## src/rtl/uip_regs_pkg.sv

```systemverilog
`default_nettype none
// ============================================================================
//  Module   : uip_regs_pkg
//  Purpose  : Shared register map, response codes, write-FSM state type and
//             byte-strobe merge helper for the user-IP AXI4-Lite register bank.
//  Revision : 1.0  initial release
// ============================================================================
package uip_regs_pkg;

   // Byte offsets of the register map (bits [1:0] are ignored by decode)
   localparam logic [31:0] OFF_ID      = 32'h0000_0000;
   localparam logic [31:0] OFF_SCRATCH = 32'h0000_0004;
   localparam logic [31:0] OFF_CTRL    = 32'h0000_0008;
   localparam logic [31:0] OFF_STATUS  = 32'h0000_000C;
   localparam logic [31:0] OFF_COUNTER = 32'h0000_0010;
   localparam logic [31:0] OFF_USER0   = 32'h0000_0014;

   localparam logic [1:0] RESP_OKAY   = 2'b00;
   localparam logic [1:0] RESP_SLVERR = 2'b10;

   typedef enum logic [1:0] {
      WR_IDLE      = 2'd0,
      WR_HAVE_ADDR = 2'd1,
      WR_HAVE_DATA = 2'd2,
      WR_RESP      = 2'd3
   } t_wr_state;

   // Replace only the bytes whose strobe is set
   function automatic logic [31:0] apply_strb(input logic [31:0] cur,
                                              input logic [31:0] nxt,
                                              input logic [3:0]  strb);
      logic [31:0] res;
      for (int b = 0; b < 4; b++) begin
         res[8*b +: 8] = strb[b] ? nxt[8*b +: 8] : cur[8*b +: 8];
      end
      return res;
   endfunction

endpackage
`default_nettype wire

```

## src/rtl/axi4lite_wr_join.sv

```systemverilog
`default_nettype none
// ============================================================================
//  Module   : axi4lite_wr_join
//  Purpose  : Captures AXI4-Lite AW and W independently (either order), joins
//             them into a one-cycle register write strobe and owns the B channel.
//  Revision : 1.0  initial release
// ============================================================================
module axi4lite_wr_join
   import uip_regs_pkg::*;
#(
   parameter int ADDR_W = 16
) (
   input  logic              clk,
   input  logic              rst_n,
   input  logic [ADDR_W-1:0] awaddr,
   input  logic              awvalid,
   output logic              awready,
   input  logic [31:0]       wdata,
   input  logic [3:0]        wstrb,
   input  logic              wvalid,
   output logic              wready,
   output logic [1:0]        bresp,
   output logic              bvalid,
   input  logic              bready,
   input  logic [1:0]        wr_resp,
   output logic              wr_en,
   output logic [ADDR_W-1:0] wr_addr,
   output logic [31:0]       wr_data,
   output logic [3:0]        wr_strb
);

   t_wr_state         state;
   logic              live;
   logic [ADDR_W-1:0] addr_q;
   logic [31:0]       data_q;
   logic [3:0]        strb_q;
   logic [1:0]        bresp_q;
   logic              aw_hs;
   logic              w_hs;

   // live keeps readies low during reset and lets them rise one cycle after release
   assign awready = live && ((state == WR_IDLE) || (state == WR_HAVE_DATA));
   assign wready  = live && ((state == WR_IDLE) || (state == WR_HAVE_ADDR));
   assign aw_hs   = awvalid && awready;
   assign w_hs    = wvalid && wready;

   // The write fires in the cycle the second half arrives; captured halves bypass the inputs
   assign wr_en   = (aw_hs || (state == WR_HAVE_ADDR)) && (w_hs || (state == WR_HAVE_DATA));
   assign wr_addr = (state == WR_HAVE_ADDR) ? addr_q : awaddr;
   assign wr_data = (state == WR_HAVE_DATA) ? data_q : wdata;
   assign wr_strb = (state == WR_HAVE_DATA) ? strb_q : wstrb;

   assign bvalid  = (state == WR_RESP);
   assign bresp   = bresp_q;

   // Capture halves, latch the response and sequence IDLE/HAVE_x/RESP
   always_ff @(posedge clk or negedge rst_n) begin
      if (!rst_n) begin
         state   <= WR_IDLE;
         live    <= 1'b0;
         addr_q  <= '0;
         data_q  <= '0;
         strb_q  <= '0;
         bresp_q <= RESP_OKAY;
      end else begin
         live <= 1'b1;
         if (aw_hs) addr_q <= awaddr;
         if (w_hs) begin
            data_q <= wdata;
            strb_q <= wstrb;
         end
         if (wr_en) bresp_q <= wr_resp;
         case (state)
            WR_IDLE: begin
               if (wr_en)      state <= WR_RESP;
               else if (aw_hs) state <= WR_HAVE_ADDR;
               else if (w_hs)  state <= WR_HAVE_DATA;
            end
            WR_HAVE_ADDR: if (wr_en) state <= WR_RESP;
            WR_HAVE_DATA: if (wr_en) state <= WR_RESP;
            WR_RESP:      if (bready) state <= WR_IDLE;
            default:      state <= WR_IDLE;
         endcase
      end
   end

endmodule
`default_nettype wire

```

## src/rtl/axi4lite_uip_reg_slave.sv

```systemverilog
`default_nettype none
// ============================================================================
//  Module   : axi4lite_uip_reg_slave
//  Purpose  : AXI4-Lite register bank for the user-IP side of the CCI-P MMIO
//             path: ID, scratch, control, status, cycle counter, user regs.
//  Revision : 1.0  initial release
// ============================================================================
module axi4lite_uip_reg_slave
   import uip_regs_pkg::*;
#(
   parameter int          ADDR_W        = 16,
   parameter int          NUM_USER_REGS = 4,
   parameter logic [31:0] ID_VALUE      = 32'h5549_5031
) (
   input  logic                       clk,
   input  logic                       rst_n,
   input  logic [ADDR_W-1:0]          s_axi_awaddr,
   input  logic                       s_axi_awvalid,
   output logic                       s_axi_awready,
   input  logic [31:0]                s_axi_wdata,
   input  logic [3:0]                 s_axi_wstrb,
   input  logic                       s_axi_wvalid,
   output logic                       s_axi_wready,
   output logic [1:0]                 s_axi_bresp,
   output logic                       s_axi_bvalid,
   input  logic                       s_axi_bready,
   input  logic [ADDR_W-1:0]          s_axi_araddr,
   input  logic                       s_axi_arvalid,
   output logic                       s_axi_arready,
   output logic [31:0]                s_axi_rdata,
   output logic [1:0]                 s_axi_rresp,
   output logic                       s_axi_rvalid,
   input  logic                       s_axi_rready,
   input  logic                       activated_i,
   output logic                       ctrl_enable_o,
   output logic [32*NUM_USER_REGS-1:0] user_regs_o
);

   localparam logic [0:0] RD_IDLE = 1'b0;
   localparam logic [0:0] RD_DATA = 1'b1;

   logic              wr_en;
   logic [ADDR_W-1:0] wr_addr;
   logic [31:0]       wr_data;
   logic [3:0]        wr_strb;
   logic [1:0]        wr_resp;
   logic [31:0]       wr_a;
   logic [31:0]       rd_a;
   logic              wr_ctrl;
   logic              cnt_clr;
   logic [31:0]       scratch_q;
   logic              enable_q;
   logic [31:0]       counter_q;
   logic              status_q;
   logic [31:0]       user_q [NUM_USER_REGS];
   logic [0:0]        rd_state;
   logic              rd_live;
   logic [31:0]       rd_data;
   logic [1:0]        rd_resp;
   logic [31:0]       rdata_q;
   logic [1:0]        rresp_q;

   function automatic logic is_mapped(input logic [31:0] a);
      return (a <= OFF_COUNTER) ||
             ((a >= OFF_USER0) && (a < OFF_USER0 + 32'(4*NUM_USER_REGS)));
   endfunction

   axi4lite_wr_join #(.ADDR_W(ADDR_W)) u_wr_join (
      .clk     (clk),
      .rst_n   (rst_n),
      .awaddr  (s_axi_awaddr),
      .awvalid (s_axi_awvalid),
      .awready (s_axi_awready),
      .wdata   (s_axi_wdata),
      .wstrb   (s_axi_wstrb),
      .wvalid  (s_axi_wvalid),
      .wready  (s_axi_wready),
      .bresp   (s_axi_bresp),
      .bvalid  (s_axi_bvalid),
      .bready  (s_axi_bready),
      .wr_resp (wr_resp),
      .wr_en   (wr_en),
      .wr_addr (wr_addr),
      .wr_data (wr_data),
      .wr_strb (wr_strb)
   );

   // Word-aligned addresses used for decode
   assign wr_a    = 32'(wr_addr) & ~32'h3;
   assign rd_a    = 32'(s_axi_araddr) & ~32'h3;
   assign wr_resp = is_mapped(wr_a) ? RESP_OKAY : RESP_SLVERR;
   assign wr_ctrl = wr_en && (wr_a == OFF_CTRL);
   assign cnt_clr = wr_ctrl && wr_strb[0] && wr_data[1];

   // Scratch, control enable and registered status flag
   always_ff @(posedge clk or negedge rst_n) begin
      if (!rst_n) begin
         scratch_q <= '0;
         enable_q  <= 1'b0;
         status_q  <= 1'b0;
      end else begin
         status_q <= activated_i;
         if (wr_en && (wr_a == OFF_SCRATCH)) scratch_q <= apply_strb(scratch_q, wr_data, wr_strb);
         if (wr_ctrl && wr_strb[0])          enable_q  <= wr_data[0];
      end
   end

   // Free-running counter; a clear request beats the increment
   always_ff @(posedge clk or negedge rst_n) begin
      if (!rst_n)        counter_q <= '0;
      else if (cnt_clr)  counter_q <= '0;
      else if (enable_q) counter_q <= counter_q + 32'd1;
   end

   // User register bank with per-byte write strobes
   always_ff @(posedge clk or negedge rst_n) begin
      if (!rst_n) begin
         for (int k = 0; k < NUM_USER_REGS; k++) user_q[k] <= '0;
      end else begin
         for (int k = 0; k < NUM_USER_REGS; k++) begin
            if (wr_en && (wr_a == OFF_USER0 + 32'(4*k)))
               user_q[k] <= apply_strb(user_q[k], wr_data, wr_strb);
         end
      end
   end

   for (genvar k = 0; k < NUM_USER_REGS; k++) begin : g_user_out
      assign user_regs_o[32*k +: 32] = user_q[k];
   end

   assign ctrl_enable_o = enable_q;

   // Read decode; unmapped offsets return zero with SLVERR
   always_comb begin
      rd_data = '0;
      rd_resp = RESP_SLVERR;
      case (rd_a)
         OFF_ID:      begin rd_data = ID_VALUE;             rd_resp = RESP_OKAY; end
         OFF_SCRATCH: begin rd_data = scratch_q;            rd_resp = RESP_OKAY; end
         OFF_CTRL:    begin rd_data = {31'd0, enable_q};    rd_resp = RESP_OKAY; end
         OFF_STATUS:  begin rd_data = {31'd0, status_q};    rd_resp = RESP_OKAY; end
         OFF_COUNTER: begin rd_data = counter_q;            rd_resp = RESP_OKAY; end
         default:     ;
      endcase
      for (int k = 0; k < NUM_USER_REGS; k++) begin
         if (rd_a == OFF_USER0 + 32'(4*k)) begin
            rd_data = user_q[k];
            rd_resp = RESP_OKAY;
         end
      end
   end

   assign s_axi_arready = rd_live && (rd_state == RD_IDLE);
   assign s_axi_rvalid  = (rd_state == RD_DATA);
   assign s_axi_rdata   = rdata_q;
   assign s_axi_rresp   = rresp_q;

   // Read FSM: one outstanding read, data registered at the AR handshake
   always_ff @(posedge clk or negedge rst_n) begin
      if (!rst_n) begin
         rd_state <= RD_IDLE;
         rd_live  <= 1'b0;
         rdata_q  <= '0;
         rresp_q  <= RESP_OKAY;
      end else begin
         rd_live <= 1'b1;
         case (rd_state)
            RD_IDLE: begin
               if (s_axi_arvalid && s_axi_arready) begin
                  rdata_q  <= rd_data;
                  rresp_q  <= rd_resp;
                  rd_state <= RD_DATA;
               end
            end
            RD_DATA: if (s_axi_rready) rd_state <= RD_IDLE;
            default: rd_state <= RD_IDLE;
         endcase
      end
   end

endmodule
`default_nettype wire

```

## config.mk

```make
export PLATFORM = sky130hd
export DESIGN_NAME = axi4lite_uip_reg_slave
export DESIGN_NICKNAME = d
export VERILOG_FILES = /design/src/rtl/uip_regs_pkg.sv /design/src/rtl/axi4lite_wr_join.sv /design/src/rtl/axi4lite_uip_reg_slave.sv
export SDC_FILE = /design/constraint.sdc
export NUM_CORES = 1
export LEC_CHECK = 0
export CAP_MARGIN = 15
export CORE_UTILIZATION = 48
export DETAILED_ROUTE_END_ITERATION = 10
export GPL_ROUTABILITY_DRIVEN = 1
export MAX_ROUTING_LAYER = met4
export PLACE_DENSITY = 0.76
export REMOVE_ABC_BUFFERS = 1
export SLEW_MARGIN = 40
export SYNTH_ARGS = -nofsm -noshare
export SYNTH_HDL_FRONTEND = slang
export SYNTH_SLANG_ARGS = --single-unit
```

## constraint.sdc

```tcl
create_clock -name clk -period 2.3 [get_ports clk]
set_input_delay 0.23 -clock clk [delete_from_list [all_inputs] [get_ports clk]]
set_output_delay 0.23 -clock clk [all_outputs]
set_load 0.05 [all_outputs]
```

==> results of run 1 <==
-- through the flow --
| stage | utilization [%] | worst slack (ns) | instance area, µm² | power (mW) |
|---|---|---|---|---|
| CTS | 66.2 | -0.00740 | 18400 | 16.4 |
| global placement | 62.2 | -0.263 | 17300 | 11.1 |
| global route | 67.1 | -0.112 | 18600 | 17.3 |
| floorplan | - | -1.38 | 13200 | 9.30 |
| detailed placement | 62.2 | -0.293 | 17300 | 11.3 |
| finish | 67.1 | -0.0476 | 18600 | 16.6 |
-- kinds of logic (layout without fill, tap and decap cells) --
family                   count (synthesis)  count (layout)  share of synthesized area (%)
AO/OA/AOI/OAI                          207             207                           11.0
flip-flops                             282             282                           52.1
other                                    2               3                         0.0555
buffers and inverters                  101             438                           3.32
XOR/XNOR                                31              31                           2.01
AND/OR/NAND/NOR                        214             214                           9.47
adder cells (fa/ha/maj)                  6               6                          0.554
multiplexers                           260             260                           21.5
-- worst max-delay path by stage --
stage | from | to | slack, ns | cells past startpoint
6_report | u_wr_join.state[1]$_DFFE_PN0P_ | user_regs_o[12]$_DFFE_PN0P_ | -0.05 | 8
5_1_grt | u_wr_join.state[1]$_DFFE_PN0P_ | user_regs_o[23]$_DFFE_PN0P_ | -0.11 | 8
4_1_cts | u_wr_join.state[1]$_DFFE_PN0P_ | user_regs_o[77]$_DFFE_PN0P_ | -0.007 | 9
3_5_place_dp | s_axi_araddr[10] | s_axi_rdata[1]$_DFFE_PN0P_ | -0.29 | 8
3_3_place_gp | s_axi_araddr[10] | s_axi_rdata[4]$_DFFE_PN0P_ | -0.26 | 8
2_1_floorplan | s_axi_rvalid$_DFF_PN0_ | s_axi_rdata[16]$_DFFE_PN0P_ | -1.38 | 5
-- cells in the mapped netlist, drive strengths merged (3+ instances only) --
master,instances
xnor2,18
o2bb2ai,24
mux2i,16
nand2b,3
nand3b,3
o21ai,44
or4,3
nor4b,3
nor2b,11
nand3,28
and2,3
a22o,20
a21oi,47
mux2,244
nor4,14
and3,10
nor2,72
nand2,19
xor2,13
nor3,18
o22ai,34
and4,4
buf,38
a221oi,11
dfrtp,282
a222oi,11
o21a,3
nand4,14
clkbuf,30
inv,33
ha,6
-- per-layer routing --
metal / wire (µm) / vias to the layer above / GRT usage (%) / part of all wire (%)
li1: - / 4697 / - / -
met1: 16900 / 5378 / 37.5 / 42
met2: 19300 / 414 / 45.9 / 48
met3: 2300 / 97 / 3.47 / 5.8
met4: 1470 / 0 / 10.6 / 3.7
met5: 0 / - / - / 0
-- registers in the layout (all words and copies together), names as in the netlist, 2 cells and up --
register	flops
user_regs_o	128
counter_q	32
s_axi_rdata	32
scratch_q	32
u_wr_join.data_q	32
u_wr_join.addr_q	14
u_wr_join.strb_q	4
u_wr_join.state	2
-- layout make-up --
type	instances	area, µm²
Clock buffer	43	871
Clock inverter	10	131
Fill cell	2045	9130
Inverter	33	129
Multi-Input combinational cell	721	6330
Sequential cell	282	7060
Tap cell	378	473
Timing Repair Buffer	352	3660
-- what timing repair did --
item                       4_1_cts  5_1_grt
hold buffers                     1        0
cloned                           0        0
resized for setup               22       53
setup buffers                    2        1
setup endpoints to repair      160      168
pin swaps                       11       17
hold endpoints to repair        61        0
-- layout by cell type (no fill, tap or decap), types with 10 or more instances in the layout --
| cell | n |
|---|---|
| clkdlybuf4s50_1 | 232 |
| inv_1 | 31 |
| buf_4 | 72 |
| o21ai_0 | 40 |
| a21oi_1 | 46 |
| o2bb2ai_1 | 24 |
| xnor2_1 | 18 |
| buf_12 | 29 |
| o22ai_1 | 33 |
| buf_6 | 12 |
| nand4_1 | 14 |
| clkbuf_16 | 31 |
| dfrtp_1 | 282 |
| nor2b_1 | 10 |
| a22o_1 | 20 |
| nand3_1 | 26 |
| mux2_2 | 223 |
| a221oi_2 | 10 |
| a222oi_1 | 11 |
| mux2i_1 | 15 |
| nor2_1 | 63 |
| mux2_4 | 15 |
| xor2_1 | 13 |
| nor3_1 | 13 |
| nand2_1 | 18 |
-- power groups by stage --
| stage | Combinational [mW] | Clock, mW | Sequential (mW) |
|---|---|---|---|
| after global routing | 5.60 | 5.23 | 6.46 |
| after global placement | 4.76 | 0 | 6.34 |
| after detailed placement | 4.87 | 0 | 6.38 |
| final | 5.25 | 4.94 | 6.37 |
| after floorplan | 2.64 | 0 | 6.66 |
| after CTS | 5.03 | 5.00 | 6.33 |
==> reports/qor.csv, run 1 <==
metric,value,unit
outcome,finished with violations,
failing checks,negative setup slack,
r2r setup slk,-0.05,ns
via count,10600,
Placer Congestion,0.903,
Int Pwr,11.0,mW
number of antenna violations at the first check in global routing,1,
vias per cell,5.82,
CP required,2.73,ns
Routed Antenna Nets,0,
Tcrit/Tclk final,102,%
worst path arrival time,2.78,ns
Tot GR Track Use,28.7,%
Netlist cell types,63,
hold_sp,activated_i,
Seq cells post-synth,282,
synth warn,0,
Main synth FF type,dfrtp_1,
core footprint,27800,µm²
initial DRC count,676,
final worst setup slack,-0.0476,ns
synthesis-to-layout area growth,37.7,%
Post-Layout Cell Count,1819,
chip width,170,µm
buffer depth of the longest clock path,3,
Max Slew Vio Count,0,
Max Cap Viol,0,
RSZ-0062 raised after global routing,true,
"Seq/Total Area, Yosys",52.1,%
reg2reg path depth,8,
Initial Utilization,48.7,%
worst path bufs/invs,2,
Psw,5.60,mW
CTS Buf Count,30,
PortBufs,239,
Total Routed Length,40000,µm
Worst Hold Class,in -> reg,
Worst path slowest cell,dfrtp_1,
setup TNS,-0.410,ns
Clock power frac,29.8,%
drt wl/cell,22.0,µm
Synth top area share,52.1,%
die footprint,28900,µm²
Ports,246,
TritonCTS clock tree,built,
Slew @ Worst Pin,0.789,ns
first-pass GRT wire length,62000,µm
share of cells above drive strength 1,32.5,%
Slew HR,46.9,%
RR Startpoint,u_wr_join.state[1]$_DFFE_PN0P_,
Max IR drop VDD,0.540,mV
crit-path max FO,8,
DP Wirelength,27700,µm
critical path class,reg -> reg,
Nets,1502,
largest area contributor in the synthesized netlist,dfrtp_1,
Setup crit start kind,register,
LEAKAGE,8.07,nW
Die H,170,µm
final setup vio count,18,
clk_skew,0.0108,ns
vias in the first global route,10900,
Inst Count DP,1762,
worst hold slack,0.184,ns
Fmax,426,MHz
Post-synth EDFFs,0,
FP Rows,61,
Syn Inst Count,1103,
Netlist Area Pre-Place,13500,µm²
largest net degree at the start of global routing,67,
max incr delay on CP,0.41,ns
Hold Path Depth,1,
min Tclk post-route,2.35,ns
GRT overflow,0,
CTS Sinks,282,
PwrDens,888,nW/µm²
CP endpoint kind,register,
"Async S/R FF share, synth",100,%
H-Tree Depth,1,
Syn Area/Cell,12.3,µm²
final hold viol count,0,
worst hold endpoint,status_q$_DFF_PN0_,
worst-path cell chain,inv_2 > ha_4 > nor4b_4 > and3_4 > o21ai_4 > nor4_4 > buf_6 > mux2_4,
DRC Markers,0,
reg-to-reg endpoint,user_regs_o[12]$_DFFE_PN0P_,
Diodes inserted,0,
switching part of the total power,33.8,%
"CTS clk-pin slew, worst paths",0.07,ns
Skew-Pair Late Insertion Delay,0.56,ns
Logic pwr share,31.7,%
Top delay family on crit path,simple AND/OR/NAND/NOR gates,
TritonRoute pass-1 iters,5,
Sequential Power Share,38.5,%
CTS root buf,clkbuf_16,
largest cells by area after synthesis,"dfrtp_1 (52%), mux2_2 (20%), nor2_1 (1.9%)",
No activity file was read; power rests on OpenSTA's default activity.
==> run 2, diff against run 1 <==
CAP_MARGIN = 0   (was 15)
CORE_MARGIN = 2   (was unset)
==> run 2 against run 1 <==
Highest routed layer unchanged. Hold slack better by 0.048 ns. Combinational power up 3%. Critical path depth up 3. Maximum frequency up 0.89%. The flow still finishes with violations (negative setup slack).
==> reports/qor.csv, run 2 (synthesis results as in run 1) <==
metric,value,unit,change
Ports,246,,unchanged
worst-path cell chain,buf_6 > inv_8 > ha_4 > a21oi_1 > o22ai_2 > buf_6 > o21ai_4 > buf_12 > nor4_4 > buf_6 > mux2_2,,
TritonRoute pass-1 iters,5,,unchanged
GR Layer Usage met3,4.17,%,+0.70 points
Skew-Pair Late Insertion Delay,0.55,ns,about the same
PortBufs,239,,unchanged
gr busiest metal,met2,,
buffer depth of the longest clock path,3,,unchanged
final setup vio count,20,,+2
PwrDens,885,nW/µm²,-0.41%
Final Core Density,67.3,%,+0.19 points
via count,10600,,+0.38%
RR Startpoint,u_wr_join.state[0]$_DFFE_PN0P_,,
critical path class,reg -> reg,,
reg-to-reg endpoint,user_regs_o[14]$_DFFE_PN0P_,,
synthesis-to-layout area growth,38.1,%,
max incr delay on CP,0.43,ns,+0.02 ns
Slew HR,57.8,%,+11 points
H-Tree Depth,1,,unchanged
GRT overflow,0,,unchanged
CP required,2.72,ns,about the same
DRC Markers,0,,unchanged
final worst setup slack,-0.0268,ns,+0.0208 ns
failing checks,negative setup slack,,
filler instances,2036,,-0.44%
M1 GR Usage,35.5,%,-2.0 points
crit-path max FO,8,,unchanged
"most used cell, CP",buf_6,,
"CTS clk-pin slew, worst paths",0.07,ns,about the same
worst setup path end,user_regs_o[14]$_DFFE_PN0P_,,
CP endpoint kind,register,,
DP Wirelength,28100,µm,+1.5%
DP Worst Slack,-0.291,ns,+0.00156 ns
Die H,172,µm,+1.2%
Inst Count DP,1760,,-0.11%
FP Rows,61,,unchanged
Tot GR Track Use,27.5,%,-1.2 points
met2 usage,44.6,%,-1.3 points
Setup crit start kind,register,,
Placer Congestion,0.950,,+5.3%
share of cells above drive strength 1,33.0,%,+0.42 points
RSZ-0062 raised after global routing,true,,
cell area after layout,18700,µm²,+0.29%
"most common cell after layout, fill and taps aside",dfrtp_1,,
Worst path slowest cell,dfrtp_1,,
Tot Pwr,16.5,mW,-0.12%
Tcrit/Tclk final,101,%,-0.90 points
number of flip-flops in the largest register,128,,unchanged
"commonest non-fill, non-tap cells in the layout","dfrtp_1 (282), clkdlybuf4s50_1 (233), mux2_2 (218)",,
setup TNS,-0.258,ns,+0.152 ns
CTS Buf Count,29,,-3.3%
worst path arrival time,2.75,ns,-0.03 ns
Placed Area,17300,µm²,about the same
core footprint,27800,µm²,unchanged
vias per cell,5.83,,+0.10%
number of antenna violations at the first check in global routing,2,,+1
worst hold slack,0.232,ns,+0.0484 ns
area taken by multi-input logic gates,6340,µm²,+0.20%
Max Slew Vio Count,0,,unchanged
first-pass GRT wire length,60800,µm,-1.8%
CTS root buf,clkbuf_16,,
final hold viol count,0,,unchanged
LEAKAGE,8.07,nW,about the same
clk_skew,0.0135,ns,+0.00269 ns
Max Cap Viol,0,,unchanged
largest net degree at the start of global routing,73,,+9.0%
Post-Layout Cell Count,1824,,+0.27%
reg2reg path depth,11,,+3
Routed Antenna Nets,0,,unchanged
die footprint,29600,µm²,+2.4%
critical path depth,11,,+3
Fmax,430,MHz,+0.89%
TritonCTS clock tree,built,,
CTS Sinks,282,,unchanged
min Tclk post-route,2.33,ns,-0.0208 ns
chip width,172,µm,+1.2%
outcome,finished with violations,,
register area,7060,µm²,unchanged
Total Routed Length,39800,µm,-0.33%
Worst Hold Class,in -> async,,
drt wl/cell,21.8,µm,-0.61%
Slew @ Worst Pin,0.632,ns,-0.157 ns
CP startpoint,u_wr_join.state[0]$_DFFE_PN0P_,,
Top delay family on crit path,buffers and inverters,,
Initial Utilization,48.7,%,unchanged
initial DRC count,741,,+9.6%
Nets,1504,,+0.13%
vias in the first global route,10900,,+0.32%
Max IR drop VDD,0.631,mV,+17%
worst path bufs/invs,5,,+3
r2r setup slk,-0.03,ns,+0.02 ns
-- run 2: changes by cell type in the layout (fill, tap and decap cells not counted), sizes merged --
cell           delta
buf               +2
clkbuf            +2
diode             +2
bufinv            -1
clkdlybuf4s50     +1
clkinv            +1
clkinvlp          -1
dlymetal6s2s      -1
-- run 2: layout make-up --
type | instances | area share, %
sequential | 282 | 37.7
multi-input combinational | 721 | 33.9
timing repair buffer | 355 | 19.9
clock buffer | 44 | 4.66
tap | 378 | 2.53
inverter | 33 | 0.702
clock inverter | 9 | 0.529
antenna | 2 | 0.0268
-- run 2: what timing repair did --
action | CTS | global route
buffers inserted | 0 | 7
hold endpoints to repair | 65 | 0
pin swaps | 9 | 9
hold buffers | 1 | 0
gates resized for setup | 26 | 53
cloned | 0 | 1
endpoints found under the setup margin | 154 | 169
-- run 2: worst register-to-register path, delay by kind of cell (launching register included) --
| kind | cells | cell delay [ns] |
|---|---|---|
| buf+inv | 5 | 0.71 |
| flops | 1 | 0.43 |
| compound gates | 3 | 0.35 |
| mux | 1 | 0.35 |
| simple gates | 1 | 0.21 |
| fa+ha+maj | 1 | 0.16 |
-- run 2: how the worst min path moves through the flow --
stage                 from                               to  slack, ns  depth (start not counted)
2_1_floorplan        rst_n         counter_q[0]$_DFFE_PN0P_      -0.07                          0
3_3_place_gp         rst_n  u_wr_join.data_q[6]$_DFFE_PN0P_       0.25                          1
3_5_place_dp         rst_n       s_axi_rdata[6]$_DFFE_PN0P_       0.26                          1
4_1_cts        activated_i               status_q$_DFF_PN0_       0.21                          1
5_1_grt        activated_i               status_q$_DFF_PN0_       0.21                          1
6_report             rst_n  u_wr_join.data_q[5]$_DFFE_PN0P_       0.23                          2
-- run 2: layer usage --
metal / vias to the layer above / routed length (µm)
li1: 4713 / -
met1: 5414 / 16300
met2: 402 / 19400
met3: 97 / 2670
met4: 0 / 1480
met5: - / 0
-- run 2: power by group --
group | switching [mW] | leakage, nW | total [mW] | internal [mW]
sequential | 0.629 | 3.59 | 6.36 | 5.73
combinational | 3.00 | 3.99 | 5.41 | 2.42
clock | 1.95 | 0.485 | 4.77 | 2.82
==> run 3, diff against run 2 <==
SLEW_MARGIN = 20   (was 40)
==> run 3 against run 2 <==
Utilization is essentially flat. Global-route usage stayed put. Maximum frequency about the same. Total power barely moved. Register-to-register slack barely moved. Clock skew down 0.00053 ns. The run still ends with negative setup slack left. Largest cell class unchanged.
==> reports/qor.csv, run 3 (synthesis results as in run 1) <==
metric,value,unit,change
final hold viol count,0,,unchanged
RR Startpoint,u_wr_join.state[0]$_DFFE_PN0P_,,
failing checks,negative setup slack,,
filler instances,2036,,unchanged
final setup vio count,19,,-5.0%
first-pass GRT wire length,60800,µm,unchanged
largest net degree at the start of global routing,73,,unchanged
TritonRoute pass-1 iters,8,,+3
"CTS clk-pin slew, worst paths",0.07,ns,about the same
Worst Hold Class,in -> async,,
Psw,5.59,mW,+0.27%
Tcrit/Tclk final,101,%,about the same
worst-path cell chain,buf_6 > inv_8 > ha_4 > a21oi_1 > o22ai_2 > buf_6 > o21ai_4 > buf_12 > nor4_4 > buf_6 > mux2_2,,
Worst path slowest cell,dfrtp_1,,
Top delay family on crit path,buffers and inverters,,
H-Tree Depth,1,,unchanged
number of antenna violations at the first check in global routing,2,,unchanged
RSZ-0062 raised after global routing,true,,
worst path bufs/invs,5,,unchanged
final worst setup slack,-0.0279,ns,-0.00105 ns
Routed Antenna Nets,0,,unchanged
die footprint,29600,µm²,unchanged
number of flip-flops in the largest register,128,,unchanged
synthesis-to-layout area growth,38.1,%,about the same
CTS Sinks,282,,unchanged
"commonest non-fill, non-tap cells in the layout","dfrtp_1 (282), clkdlybuf4s50_1 (233), mux2_2 (218)",,
Slew HR,29.2,%,-29 points
Placer Congestion,0.950,,unchanged
drt wl/cell,21.9,µm,about the same
min Tclk post-route,2.33,ns,+0.00105 ns
DP Worst Slack,-0.291,ns,-0.00000100 ns
PwrDens,886,nW/µm²,+0.11%
outcome,finished with violations,,
r2r setup slk,-0.03,ns,about the same
Initial Utilization,48.7,%,unchanged
critical path class,reg -> reg,,
met2 usage,44.6,%,unchanged
chip width,172,µm,unchanged
max incr delay on CP,0.43,ns,about the same
reg2reg path depth,11,,unchanged
switching part of the total power,33.7,%,+0.061 points
PortBufs,239,,unchanged
Nets,1504,,unchanged
Total Routed Length,39900,µm,about the same
vias per cell,5.82,,-0.18%
Max IR drop VDD,0.632,mV,+0.13%
Final Core Density,67.3,%,about the same
CTS root buf,clkbuf_16,,
LEAKAGE,8.07,nW,about the same
initial DRC count,740,,-0.13%
worst hold slack,0.230,ns,-0.00257 ns
Die H,172,µm,unchanged
Sequential Power Share,38.4,%,about the same
CP endpoint kind,register,,
Clock power frac,28.8,%,about the same
area taken by multi-input logic gates,6340,µm²,about the same
TritonCTS clock tree,built,,
Tot Pwr,16.6,mW,about the same
via count,10600,,-0.18%
setup TNS,-0.273,ns,-0.0151 ns
CTS Buf Count,29,,unchanged
buffer depth of the longest clock path,3,,unchanged
CP required,2.72,ns,about the same
Fmax,430,MHz,about the same
FP Rows,61,,unchanged
worst path arrival time,2.75,ns,about the same
"most used cell, CP",buf_6,,
core footprint,27800,µm²,unchanged
GR Layer Usage met3,4.17,%,unchanged
Ports,246,,unchanged
gr busiest metal,met2,,
Int Pwr,11.0,mW,unchanged
"most common cell after layout, fill and taps aside",dfrtp_1,,
DRC Markers,0,,unchanged
Max Cap Viol,0,,unchanged
crit-path max FO,8,,unchanged
GRT overflow,0,,unchanged
Skew-Pair Late Insertion Delay,0.55,ns,about the same
vias in the first global route,10900,,unchanged
Tot GR Track Use,27.5,%,unchanged
Max Slew Vio Count,0,,unchanged
reg-to-reg endpoint,user_regs_o[14]$_DFFE_PN0P_,,
clk_skew,0.0130,ns,-0.000534 ns
share of cells above drive strength 1,32.9,%,-0.069 points
register area,7060,µm²,unchanged
Logic pwr share,32.8,%,about the same
Setup crit start kind,register,,
Slew @ Worst Pin,1.06,ns,+0.426 ns
M1 GR Usage,35.5,%,unchanged
DP Wirelength,28100,µm,about the same
-- run 3: cell types whose count changed in the layout (fill, tap and decap cells not counted) --
cell	change
nor2_2	-1
nor2_1	+1
-- run 3: area by class of cell --
type / count / area share [%]
well taps: 378 / 2.53
clock inverters: 9 / 0.529
inverters: 33 / 0.703
repair buffers: 355 / 19.9
clock buffers: 44 / 4.66
flip-flops and latches: 282 / 37.7
multi-input cells: 721 / 33.9
diodes: 2 / 0.0268
-- run 3: repair_timing --
action                                  in CTS  in global routing
endpoints found under the hold margin       65                  0
cloned                                       0                  1
gates resized for setup                     26                 53
setup buffers                                0                  7
hold buffers                                 1                  0
pin swaps                                    9                  9
endpoints found under the setup margin     154                169
-- run 3: metal layers --
metal	wire, µm	up-vias
li1	-	4712
met1	16500	5408
met2	19300	386
met3	2500	101
met4	1540	0
met5	0	-
-- run 3: worst max-delay path by stage --
stage,start,endpoint,cells after the start
after floorplan,s_axi_rvalid$_DFF_PN0_,s_axi_rdata[16]$_DFFE_PN0P_,5
after global placement,s_axi_araddr[10],s_axi_rdata[4]$_DFFE_PN0P_,8
after detailed placement,s_axi_araddr[7],s_axi_rdata[4]$_DFFE_PN0P_,8
after CTS,u_wr_join.state[1]$_DFFE_PN0P_,user_regs_o[27]$_DFFE_PN0P_,8
after global routing,u_wr_join.state[0]$_DFFE_PN0P_,user_regs_o[0]$_DFFE_PN0P_,11
final,u_wr_join.state[0]$_DFFE_PN0P_,user_regs_o[14]$_DFFE_PN0P_,11
-- run 3: power groups by stage --
stage	Clock, mW	Combinational [mW]	Sequential (mW)
after floorplan	0	2.64	6.66
after global placement	0	4.85	6.33
after detailed placement	0	4.98	6.38
after CTS	4.83	5.14	6.32
after global routing	5.01	5.79	6.45
final	4.77	5.42	6.36
-- run 3: stage by stage --
step	cell area [µm²]	instances
global placement	17300	1760
global route	18700	1824
floorplan	13200	1036
detailed placement	17300	1760
finish	18700	1824
CTS	18400	1814
